File: src/rtl/branch_predictor.sv
// branch_predictor: BHT of 2-bit saturating counters predicting BRANCH_EQ direction.
//   Ports: clk, arst_n (async active-low); pc_if/instr_if drive the IF lookup;
//   stall_id/flush_id control the IF/ID prediction register; upd_valid/upd_pc/upd_taken
//   train the table from ID; pred_taken_if (comb), pred_taken_id (registered) and
//   mispredict are the outputs. Define BP_STATS_EN to add br_count/mispred_count.
module branch_predictor #(
  parameter int         IDX_BITS   = 6,
  parameter logic [1:0] INIT_STATE = 2'b01
) (
  input  logic        clk,
  input  logic        arst_n,
  input  logic [31:0] pc_if,
  input  logic [31:0] instr_if,
  input  logic        stall_id,
  input  logic        flush_id,
  input  logic        upd_valid,
  input  logic [31:0] upd_pc,
  input  logic        upd_taken,
  output logic        pred_taken_if,
  output logic        pred_taken_id,
  output logic        mispredict
`ifdef BP_STATS_EN
  ,
  output logic [31:0] br_count,
  output logic [31:0] mispred_count
`endif
);
  localparam int N = 1 << IDX_BITS;
  logic [1:0] bht [N];
  logic [IDX_BITS-1:0] rd_idx, wr_idx;
  logic [1:0] cur, nxt;
  logic unused_bits;
  assign rd_idx = pc_if[IDX_BITS+1:2];
  assign wr_idx = upd_pc[IDX_BITS+1:2];
  assign cur = bht[wr_idx];
  assign nxt = upd_taken ? (cur == 2'b11 ? cur : cur + 2'd1) : (cur == 2'b00 ? cur : cur - 2'd1);
  assign pred_taken_if = (instr_if[6:0] == 7'b1100011) & bht[rd_idx][1];
  assign mispredict = upd_valid & (upd_taken != pred_taken_id);
  assign unused_bits = ^{pc_if[31:IDX_BITS+2], pc_if[1:0], instr_if[31:7], upd_pc[31:IDX_BITS+2], upd_pc[1:0]};
  // Lookup reads the pre-update counter; a same-index write lands at the edge.
  always_ff @(posedge clk or negedge arst_n)
    if (!arst_n)
      for (int i = 0; i < N; i++) bht[i] <= INIT_STATE;
    else if (upd_valid)
      bht[wr_idx] <= nxt;
  // Flush beats stall.
  always_ff @(posedge clk or negedge arst_n)
    if (!arst_n)
      pred_taken_id <= 1'b0;
    else if (flush_id)
      pred_taken_id <= 1'b0;
    else if (!stall_id)
      pred_taken_id <= pred_taken_if;
`ifdef BP_STATS_EN
  always_ff @(posedge clk or negedge arst_n)
    if (!arst_n) begin
      br_count      <= '0;
      mispred_count <= '0;
    end else begin
      br_count      <= br_count + {31'd0, upd_valid};
      mispred_count <= mispred_count + {31'd0, mispredict};
    end
`endif
endmodule

File: config.mk
export PLATFORM = sky130hd
export DESIGN_NAME = branch_predictor
export DESIGN_NICKNAME = d
export VERILOG_FILES = /design/src/rtl/branch_predictor.sv
export SDC_FILE = /design/constraint.sdc
export NUM_CORES = 1
export LEC_CHECK = 0
export ABC_CLOCK_PERIOD_IN_PS = 4650
export BUFFER_PORTS_ARGS = -buffer_cell sky130_fd_sc_hd__buf_2
export CORE_MARGIN = 3
export CORE_UTILIZATION = 35
export DETAILED_ROUTE_END_ITERATION = 8
export HOLD_SLACK_MARGIN = 0.02
export MAX_ROUTING_LAYER = met4
export PLACE_DENSITY = 0.55
export SLEW_MARGIN = 20
export SYNTH_ARGS = -nofsm -noshare
export SYNTH_HDL_FRONTEND = slang
export SYNTH_SLANG_ARGS = --single-unit
File: constraint.sdc
create_clock -name clk -period 4.65 [get_ports clk]
set_input_delay 0.93 -clock clk [delete_from_list [all_inputs] [get_ports clk]]
set_output_delay 0.93 -clock clk [all_outputs]
set_load 0.01 [all_outputs]
## Word-level counts from Yosys, hierarchy flattened

Index checks and enable logic that the tools add are counted.

| word-level totals | value |
|---|---|
| memory bits (read-only) | 0 |
| register bits | 129 |
| memories kept | 0 |
| output and inout bits | 3 |
| latch bits | 0 |
| memory bits (writable) | 0 |
| input port bits | 102 |
| word-level logic and storage cells | 94 |

| operators by class | value |
|---|---|
| eq/ne operators | 4 |
| reductions and logical operators | 2 |
| multipliers | 0 |
| add/sub/neg operators | 2 |
| muxes and demuxes | 14 |
| order comparisons | 3 |
| divide/modulo/power cells | 0 |
| shift operators | 0 |
| bitwise logic cells | 4 |

Operators by type and width:

| operator | count |
|---|---|
| $bwmux 128 | 1 |
| $bmux 2 s6 | 2 |
| $mux 2 | 8 |
| $ge 7x7->1 const B | 2 |
| $not 6->7 | 2 |
| $demux 2 s6 | 1 |
| $eq 7x7->1 const B | 1 |
| $lt 7x1->1 const B | 1 |
| $add 2x1->2 const B | 1 |
| $and 1x1->1 | 2 |
| $eq 2x2->1 const B | 1 |
| $logic_not 2->1 | 1 |
| $mux 1 | 2 |
| $ne 2x1->1 const B | 1 |
| $sub 2x1->2 const B | 1 |
| $logic_and 1x1->1 | 1 |
| $ne 1x1->1 | 1 |

## Depth between registers and ports, before layout

Gate-level depths: netlist (run 1).

| depth | value |
|---|---|
| depth in word-level cells | 8 |
| gate-level depth with buffers | 13 |
| depth with buffers taken out | 7 |

## Least setup slack after synthesis (run 1)

Ideal clock, no wire load.

| timing path | value |
|---|---|
| path type | input-to-output |
| start point | input pc_if[2] |
| end point | output pred_taken_if |
| data arrival time | 2945 ps |
| data required time | 3720 ps |
| stages | 7 |
| slack | 775 ps |
| cells stage by stage | clkbuf_1 > buf_2 > mux4_2 > mux4_2 > mux2i_1 > or3_1 > o31ai_1 |

| on the way | value |
|---|---|
| longest elaborated chain between the ends | 5 |

Ends and longest elaborated chain:

| item | RTL line | text |
|---|---|---|
| start, declared | 12 | `input logic [31:0] pc_if,` |
| $not 6->7 (not written as such) | 37 | `assign pred_taken_if = (instr_if[6:0] == 7'b1100011) & bht[rd_idx][1];` |
| $bmux 2 s6 | 37 |  |
| $mux 2 (not written as such) (2 in series) | 37 |  |
| $and 1x1->1 | 37 |  |
| end, declared | 19 | `output logic pred_taken_if,` |

Every way passes these cells. The select of a mux whose other input is x is not followed.

## Final worst setup path (run 1)

Ends and elaborated chain as after synthesis.

==> results_dict.tcl, run 1 <==
set metrics [dict create \
    grt_pass1_wl_microns 31800 \
    area_growth_syn_to_layout_pct 15.8 \
    arrival_ps 3070 \
    ios 105 \
    met2RoutedLength_microns 9210 \
    ys_types 52 \
    period_share 0.861 \
    cts_tree "yes" \
    ir_drop_mv 0.244 \
    clk_latency_ps 430 \
    syn_inst 671 \
    synth_edf_count 0 \
    maxSlewViolCount 0 \
    top_layer_used "met4" \
    root_buffer "clkbuf_16" \
    placementRows 50 \
    p_leak_nw 3.11 \
    die-area_sq_um 21300 \
    powerDensity_nw_per_um2 417 \
    first_global_vias 5472 \
    core-area_sq_um 19000 \
    syn_nets 773 \
    grt_setup_unrepaired "false" \
    drt_iter0_drc 547 \
    wire_per_inst_microns 20.6 \
    synth-async-reset-ratio 1.00 \
    antenna_found_initial 0 \
    path_max_fanout 16 \
    hp-class "primary input to async pin" \
    postCtsSetupRepairBufs 0 \
    fin_util 0.419 \
    portBuffers 27 \
    setup_slack_ps 647 \
    cts_made_buffers 17 \
    fmax_mhz 250 \
    synth.avg_cell_area_sq_um 10.2 \
    finalHoldViolCount 0 \
    wl_met1_microns 9070 \
    preCtsSetupSlack_ps 510 \
    hpwl_microns 13400 \
    cts_buffer_depth 2 \
    synth_seq_cells 129 \
    initial_core_util 0.362 \
    maxCapViolCount 0 \
    slew_headroom 0.224 \
    drive_gt1_frac 0.267 \
    ys.flop_type "dfrtp_1" \
    seq_area_sq_um 3310 \
    critical_path.slowest_cell "mux4_2" \
    gp_congestion 0.905 \
    drt_pass1_iterations 5 \
    drt_wl_total_microns 20000 \
    multiInputGateArea_sq_um 3310 \
    clk_pin_slew_ps 60 \
    cts_resized 0 \
    vias_per_cell 5.59 \
    end_kind "output pin" \
    vias 5425 \
    yosysWarningCount 0 \
    cts_hold_buf 0 \
    crit_chain "buf_2, mux4_2, mux4_2, mux2i_1, or3_1, o31ai_1, buf_2" \
    fill_cells 1843 \
    drc_errors 0 \
    detail-route-antenna-nets 0 \
    cts.sinks 129 \
    criticalPathCategory "primary input to output pin" \
    setup_tns_ps 0 \
    die_h_microns 146 \
    synth_area_sq_um 6860 \
    worst_pin_slew_ps 1160 \
    die_w_microns 146 \
    yosysSeqAreaShare 0.483 \
    critPathBufInv 2 \
    crit_path_start_kind "primary input" \
    diodes 0 \
    crit_path_max_incr_delay_ps 650 \
    crit_family "multiplexers" \
    setup_viol 0 \
    wl_met3_microns 1370 \
    outcome "complete, no violations" \
    htreeDepth 4 \
    fin_crit_ps 4000 \
    grt_max_degree 80 \
    grtUsageTotal 0.199 \
    instances_no_fill 971 \
    nets 800 \
    place_inst 938 \
    critPathRequiredTime_ps 3720 \
    skew_ps 7.89 \
    grt_overflow_total 0 \
]
==> Yosys cell counts (all sizes together), types with 2 or more instances <==
cell type	number	area, sq um
o22ai	2	12.5
clkbuf	15	57.6
o221ai	2	17.5
mux2i	24	240
o2bb2ai	3	26.3
nor3b	4	30.0
a22oi	7	52.6
a221oi	3	26.3
a22o	2	17.5
o21ai	73	365
o41ai	2	17.5
dfstp	64	1680
or3	3	18.8
and2	3	18.8
nand2	207	777
inv	7	26.3
nand3	2	10.0
mux4	33	743
nor3	6	41.3
buf	26	178
a31oi	2	12.5
nor2	13	48.8
mux2	9	101
nand2b	2	12.5
nor2b	4	25.0
o31ai	66	500
and3	2	12.5
a21oi	4	20.0
dfrtp	65	1630
==> worst paths after layout <==
| check | to | cells past startpoint | startpoint | slack [ps] |
|---|---|---|---|---|
| worst max-delay path | pred_taken_if | 7 | pc_if[2] | 650 |
| worst min-delay path | bht[39] | 1 | arst_n | 450 |
| worst max register to register | bht[49] | 8 | bht[48] | 1610 |
| worst min register to register | bht[8] | 2 | bht[8] | 460 |
| max in group asynchronous | bht[124] | 3 | arst_n | 3150 |
| min in group clk | bht[8] | 2 | bht[8] | 460 |
==> per-stage QoR <==
step                      instance area (sq um)  hold WS, ps  total power, mW
after floorplan                            6860          442             1.69
after global placement                     7260          452             1.84
after detailed placement                   7260          458             1.86
after CTS                                  7910          466             3.33
after global routing                       7940          466             3.45
final                                      7940          454             3.31
==> final cells by class <==
cell class | count | share of cell area
timing repair buffer | 49 | 0.0407
clock inverter | 11 | 0.0233
clock buffer | 21 | 0.0580
inverter | 7 | 0.00331
multi-input combinational | 494 | 0.417
sequential | 129 | 0.417
tap | 260 | 0.0410
==> report_power, final <==
group | internal, mW | leakage (nW) | switching [mW]
clock network | 0.975 | 0.313 | 0.490
registers | 1.31 | 1.56 | 0.0769
logic | 0.171 | 1.24 | 0.285
==> layer usage <==
metal | vias up | track usage
met5 | - | -
met4 | 0 | 0.0522
met3 | 31 | 0.0458
met2 | 193 | 0.299
met1 | 2685 | 0.272
li1 | 2516 | -
==> layout by cell type (no fill, tap or decap), types with 3 or more instances in the layout <==
master / count
dfstp_2: 64
nand2_1: 207
and2_1: 3
o2bb2ai_1: 3
nor3b_1: 3
or3_1: 3
a22oi_1: 7
a221oi_1: 3
o21ai_0: 67
bufinv_16: 5
nor2b_1: 4
dfrtp_1: 65
buf_2: 26
a21oi_1: 4
o21ai_1: 6
o31ai_1: 65
mux4_2: 33
clkbuf_16: 17
mux2i_1: 24
clkinv_2: 4
mux2_2: 9
nor2_1: 13
buf_4: 22
nor3_1: 3
inv_1: 7
==> worst register-to-register path: stages, from the launching register on <==
cell and delay, ps:
dfstp_2 370, mux4_2 450, and3_1 190, a31o_1 230
a211o_1 340, o41ai_1 310, nor3b_2 230, buf_4 530
o31ai_1 240
==> cell families (layout without fill, tap and decap cells) <==
family,Yosys count,in the layout,synth area share
AOI/OAI and AO/OA,175,175,0.168
xor gates and xnor gates,1,1,0.00128
buffers and inverters,48,88,0.0381
DFF,129,129,0.483
muxes,66,66,0.158
and+or+nand+nor,252,252,0.152
==> flip-flops by register name (all words and copies together), names as in the netlist <==
signal / flops
bht: 128
pred_taken_id: 1
Power figures use the tool's default switching activity.
==> run 2: changes to the inputs <==
--- a/config.mk
+++ b/config.mk
@@ -9,6 +9,7 @@
 export BUFFER_PORTS_ARGS = -buffer_cell sky130_fd_sc_hd__buf_2
 export CORE_MARGIN = 3
 export CORE_UTILIZATION = 35
+export CTS_BUF_LIST = sky130_fd_sc_hd__clkbuf_4 sky130_fd_sc_hd__clkbuf_8 sky130_fd_sc_hd__clkbuf_16
 export DETAILED_ROUTE_END_ITERATION = 8
 export HOLD_SLACK_MARGIN = 0.02
 export MAX_ROUTING_LAYER = met4
==> run 2 against run 1 <==
  * Count of clock-buffer cells in the layout did not move
  * Non-clock buffer count did not move
  * Combinational power barely moved
  * Maximum frequency barely moved
  * Global-route usage did not move
  * Sequential cell count did not move
  * Highest routed layer unchanged
  * Sequential power barely moved
  * Die area did not move
  * Cell area barely moved
==> results_dict.tcl, run 2 (synthesis gave the netlist of run 1 again) <==
set metrics [dict create \
    htreeDepth 4 \
    root_buffer "clkbuf_16" \
    setup_viol 0 \
    ir_drop_mv 0.244 \
    cts.sinks 129 \
    path_max_fanout 16 \
    place_inst 938 \
    grt_max_degree 80 \
    finalHoldViolCount 0 \
    worst_pin_slew_ps 1180 \
    fin_crit_ps 4000 \
    top_regs "bht: 128 flops, pred_taken_id: 1 flops" \
    die_h_microns 146 \
    hpwl_microns 13400 \
    crit_end "pred_taken_if" \
    criticalPathCategory "primary input to output pin" \
    cts_resized 0 \
    nets 800 \
    critPathRequiredTime_ps 3720 \
    end_kind "output pin" \
    vias 5434 \
    cts_tree "yes" \
    ios 105 \
    cp-startpoint "pc_if[2]" \
    clk_pin_slew_ps 60 \
    grt_pass1_wl_microns 31800 \
    setup_tns_ps 0 \
    largest_reg_flops 128 \
    drc_errors 0 \
    portBuffers 27 \
    powerDensity_nw_per_um2 418 \
    timing.rr.end "bht[49]" \
    cts_made_buffers 17 \
    maxCapViolCount 0 \
    r2r_slack_ps 1610 \
    period_share 0.861 \
    crit_chain "buf_2, mux4_2, mux4_2, mux2i_1, or3_1, o31ai_1, buf_2" \
    grtUsageTotal 0.199 \
    wire_per_inst_microns 20.6 \
    p_leak_nw 3.12 \
    instances_no_fill 971 \
    drt_pass1_iterations 5 \
    cts_hold_buf 0 \
    r2r_cells 8 \
    crit_path_start_kind "primary input" \
    grt_overflow_total 0 \
    grt_setup_unrepaired "false" \
    path_depth 7 \
    drt_wl_total_microns 20000 \
    vias_per_cell 5.60 \
    skew_ps 8.14 \
    die_w_microns 146 \
    critical_path.slowest_cell "mux4_2" \
    first_global_vias 5472 \
    hold_slack_ps 454 \
    area_growth_syn_to_layout_pct 15.9 \
    hp-class "primary input to async pin" \
    core-area_sq_um 19000 \
    postCtsSetupRepairBufs 0 \
    fill_cells 1841 \
    diodes 0 \
    final_cell_mix "207 x nand2_1, 67 x o21ai_0, 65 x o31ai_1, 65 x dfrtp_1, 64 x dfstp_2" \
    maxSlewViolCount 0 \
    mostFrequentLayoutCell "nand2_1" \
    die-area_sq_um 21300 \
    largest-register "bht" \
    placementRows 50 \
    drive_gt1_frac 0.270 \
    critPathBufInv 2 \
    slew_headroom 0.208 \
    worstReg2RegStart "bht[48]" \
    crit_path_max_incr_delay_ps 650 \
    cts_buffer_depth 2 \
    crit_family "multiplexers" \
    clk_latency_ps 430 \
    initial_core_util 0.362 \
    drt_iter0_drc 547 \
    outcome "complete, no violations" \
    fmax_mhz 250 \
    antenna_found_initial 0 \
    detail-route-antenna-nets 0 \
    gp_congestion 0.905 \
    arrival_ps 3070 \
]
## run 2: changes by cell type in the layout (fill, tap and decap cells not counted)
cell,before,now
clkbuf_4,0,2
clkbuf_1,2,0
## run 2: power breakdown
part           total [mW]  internal (mW)  switching [mW]  leakage [nW]
clock                1.48          0.986           0.491         0.320
sequential           1.39           1.31          0.0768          1.56
combinational       0.456          0.171           0.285          1.24
total                3.32           2.47           0.853          3.12
## run 2: layout make-up
cell class | instances | area (sq um) | share of cell area
Multi-Input combinational cell | 494 | 3310 | 0.417
Sequential cell | 129 | 3310 | 0.416
Clock buffer | 21 | 468 | 0.0589
Tap cell | 260 | 325 | 0.0409
Timing Repair Buffer | 49 | 323 | 0.0406
Clock inverter | 11 | 185 | 0.0233
Inverter | 7 | 26.3 | 0.00331
## run 2: routing by layer
layer  global-route usage  routed length, microns
met1                0.272                    9060
met2                0.299                    9190
met3               0.0458                    1390
met4               0.0522                     334
met5                    -                       0
## run 2: metrics by stage
| step | util | setup WS [ps] | total power [mW] | area [sq um] |
|---|---|---|---|---|
| after CTS | 0.418 | 611 | 3.34 | 7920 |
| after global routing | 0.419 | 499 | 3.46 | 7950 |
| after floorplan | - | 775 | 1.69 | 6860 |
| after detailed placement | 0.383 | 510 | 1.86 | 7260 |
| after global placement | 0.383 | 578 | 1.84 | 7260 |
| final | 0.419 | 648 | 3.32 | 7950 |
## run 2: how the worst min path moves through the flow
stage,start,end,slack (ps)
3_3_place_gp,bht[62],bht[62],450
6_report,arst_n,bht[39],450
4_1_cts,bht[8],bht[8],470
5_1_grt,arst_n,bht[39],470
2_1_floorplan,bht[8],bht[8],440
3_5_place_dp,bht[8],bht[8],460
## run 2: worst reg2reg max path, stage by stage, from the launching register on
cell and delay [ps]:
dfstp_2 370, mux4_2 450, and3_1 190, a31o_1 230, a211o_1 340, o41ai_1 310
nor3b_2 230, buf_4 530, o31ai_1 240
==> run 3: changes to the inputs <==
--- a/config.mk
+++ b/config.mk
@@ -7,13 +7,16 @@
 export LEC_CHECK = 0
 export ABC_CLOCK_PERIOD_IN_PS = 4650
 export BUFFER_PORTS_ARGS = -buffer_cell sky130_fd_sc_hd__buf_2
+export CELL_PAD_IN_SITES_DETAIL_PLACEMENT = 1
+export CELL_PAD_IN_SITES_GLOBAL_PLACEMENT = 1
 export CORE_MARGIN = 3
 export CORE_UTILIZATION = 35
 export CTS_BUF_LIST = sky130_fd_sc_hd__clkbuf_4 sky130_fd_sc_hd__clkbuf_8 sky130_fd_sc_hd__clkbuf_16
+export CTS_CLUSTER_DIAMETER = 120
 export DETAILED_ROUTE_END_ITERATION = 8
 export HOLD_SLACK_MARGIN = 0.02
 export MAX_ROUTING_LAYER = met4
-export PLACE_DENSITY = 0.55
+export PLACE_DENSITY = 0.66
 export SLEW_MARGIN = 20
 export SYNTH_ARGS = -nofsm -noshare
 export SYNTH_HDL_FRONTEND = slang
==> run 3 against run 2 <==
  * Clock power is 7% higher
  * Sequential power hardly changed
  * Critical path depth stayed put
  * Routed wire length is 11% higher
  * Non-clock buffer count is 1 higher
  * Via count is 2.6% higher
  * Global-route usage is 2.5 points higher
  * Register-to-register slack better by 50 ps
  * Setup slack worse by 23 ps
  * Highest routed layer unchanged
  * Core utilization is 0.20 points higher
  * Combinational power is 3% higher
==> results_dict.tcl, run 3 (synthesis gave the netlist of run 1 again) <==
set metrics [dict create \
    setup_tns_ps 0 \
    root_buffer "clkbuf_16" \
    gp_congestion 0.875 \
    arrival_ps 3100 \
    timing.rr.end "bht[37]" \
    die-area_sq_um 21300 \
    cts_made_buffers 17 \
    fmax_mhz 248 \
    r2r_slack_ps 1660 \
    vias 5577 \
    cts_buffer_depth 2 \
    first_global_vias 6096 \
    cts_hold_buf 0 \
    vias_per_cell 5.74 \
    cts_resized 0 \
    criticalPathCategory "primary input to output pin" \
    drive_gt1_frac 0.270 \
    r2r_cells 8 \
    postCtsSetupRepairBufs 0 \
    crit_end "pred_taken_if" \
    slew_headroom 0.263 \
    crit_path_start_kind "primary input" \
    crit_family "multiplexers" \
    grtUsageTotal 0.223 \
    grt_pass1_wl_microns 35600 \
    portBuffers 27 \
    skew_ps 10.1 \
    worstReg2RegStart "bht[48]" \
    nets 801 \
    clk_pin_slew_ps 60 \
    powerDensity_nw_per_um2 431 \
    antenna_found_initial 0 \
    initial_core_util 0.362 \
    largest_reg_flops 128 \
    path_depth 7 \
    maxCapViolCount 0 \
    hold_depth 2 \
    grt_setup_unrepaired "false" \
    final_cell_mix "207 x nand2_1, 67 x o21ai_0, 65 x o31ai_1, 65 x dfrtp_1, 64 x dfstp_2" \
    wire_per_inst_microns 22.8 \
    diodes 0 \
    crit_chain "buf_2, mux4_2, mux4_2, mux2i_1, or3_1, o31ai_1, buf_2" \
    core-area_sq_um 19000 \
    outcome "complete, no violations" \
    clk_latency_ps 430 \
    grt_overflow_total 0 \
    cts_tree "yes" \
    critPathBufInv 2 \
    finalHoldViolCount 0 \
    path_max_fanout 16 \
    worst_pin_slew_ps 1100 \
    drc_errors 0 \
    largest-register "bht" \
    fin_crit_ps 4030 \
    detail-route-antenna-nets 0 \
    end_kind "output pin" \
    top_regs "bht: 128 flops, pred_taken_id: 1 flops" \
    cts.sinks 129 \
    p_leak_nw 3.14 \
    drt_iter0_drc 422 \
    setup_viol 0 \
    period_share 0.866 \
    crit_path_max_incr_delay_ps 610 \
    die_w_microns 146 \
    placementRows 50 \
    fin_util 0.421 \
    ios 105 \
    mostFrequentLayoutCell "nand2_1" \
    drt_wl_total_microns 22100 \
    critical_path.slowest_cell "mux4_2" \
    grt_max_degree 77 \
    critPathRequiredTime_ps 3720 \
    area_growth_syn_to_layout_pct 16.4 \
    htreeDepth 4 \
    ir_drop_mv 0.195 \
    maxSlewViolCount 0 \
    drt_pass1_iterations 5 \
    cp-startpoint "pc_if[2]" \
    die_h_microns 146 \
    hpwl_microns 15200 \
    hp-class "flip-flop to flip-flop" \
]
## run 3: worst min path at each step
stage                 start       to  slack, ps
finish              bht[58]  bht[58]        460
global route        bht[58]  bht[58]        480
CTS                 bht[58]  bht[58]        460
detailed placement  bht[58]  bht[58]        460
global placement     bht[8]   bht[8]        450
floorplan            bht[8]   bht[8]        440
## run 3: through the flow
step | worst slack [ps] | instances | power [mW] | hold slack (ps) | cell area (sq um)
detailed placement | 390 | 940 | 1.87 | 456 | 7290
floorplan | 775 | 671 | 1.69 | 442 | 6860
global placement | 557 | 940 | 1.84 | 451 | 7290
global route | 489 | 972 | 3.58 | 485 | 7980
CTS | 592 | 972 | 3.46 | 465 | 7980
finish | 625 | 972 | 3.44 | 462 | 7980
## run 3: layout make-up
type | count | area, sq um
tap | 260 | 325
clock inverter | 9 | 200
fill | 2109 | 11000
inverter | 7 | 26.3
clock buffer | 23 | 495
multi-input combinational | 494 | 3300
timing repair buffer | 50 | 323
sequential | 129 | 3310
## run 3: metal layers
metal	global-route usage	wire, microns	share of wire	vias to the layer above
met5	-	0	0	-
li1	-	-	-	2509
met3	0.0495	1030	0.046	55
met4	0.105	864	0.039	0
met2	0.349	10600	0.48	144
met1	0.277	9600	0.43	2869
## run 3: worst register-to-register path, cell delays in order (launching register included)
cell and delay [ps]:
dfstp_2 370, mux4_2 470, and3_1 220, a31o_1 220, a211o_1 320, or3_1 430, nor3_4 160, buf_4 500
o31ai_1 170
## run 3: power by group
| group | total, mW | switching, mW | internal [mW] |
|---|---|---|---|
| logic | 0.469 | 0.299 | 0.171 |
| registers | 1.39 | 0.0802 | 1.31 |
| clock network | 1.58 | 0.504 | 1.07 |
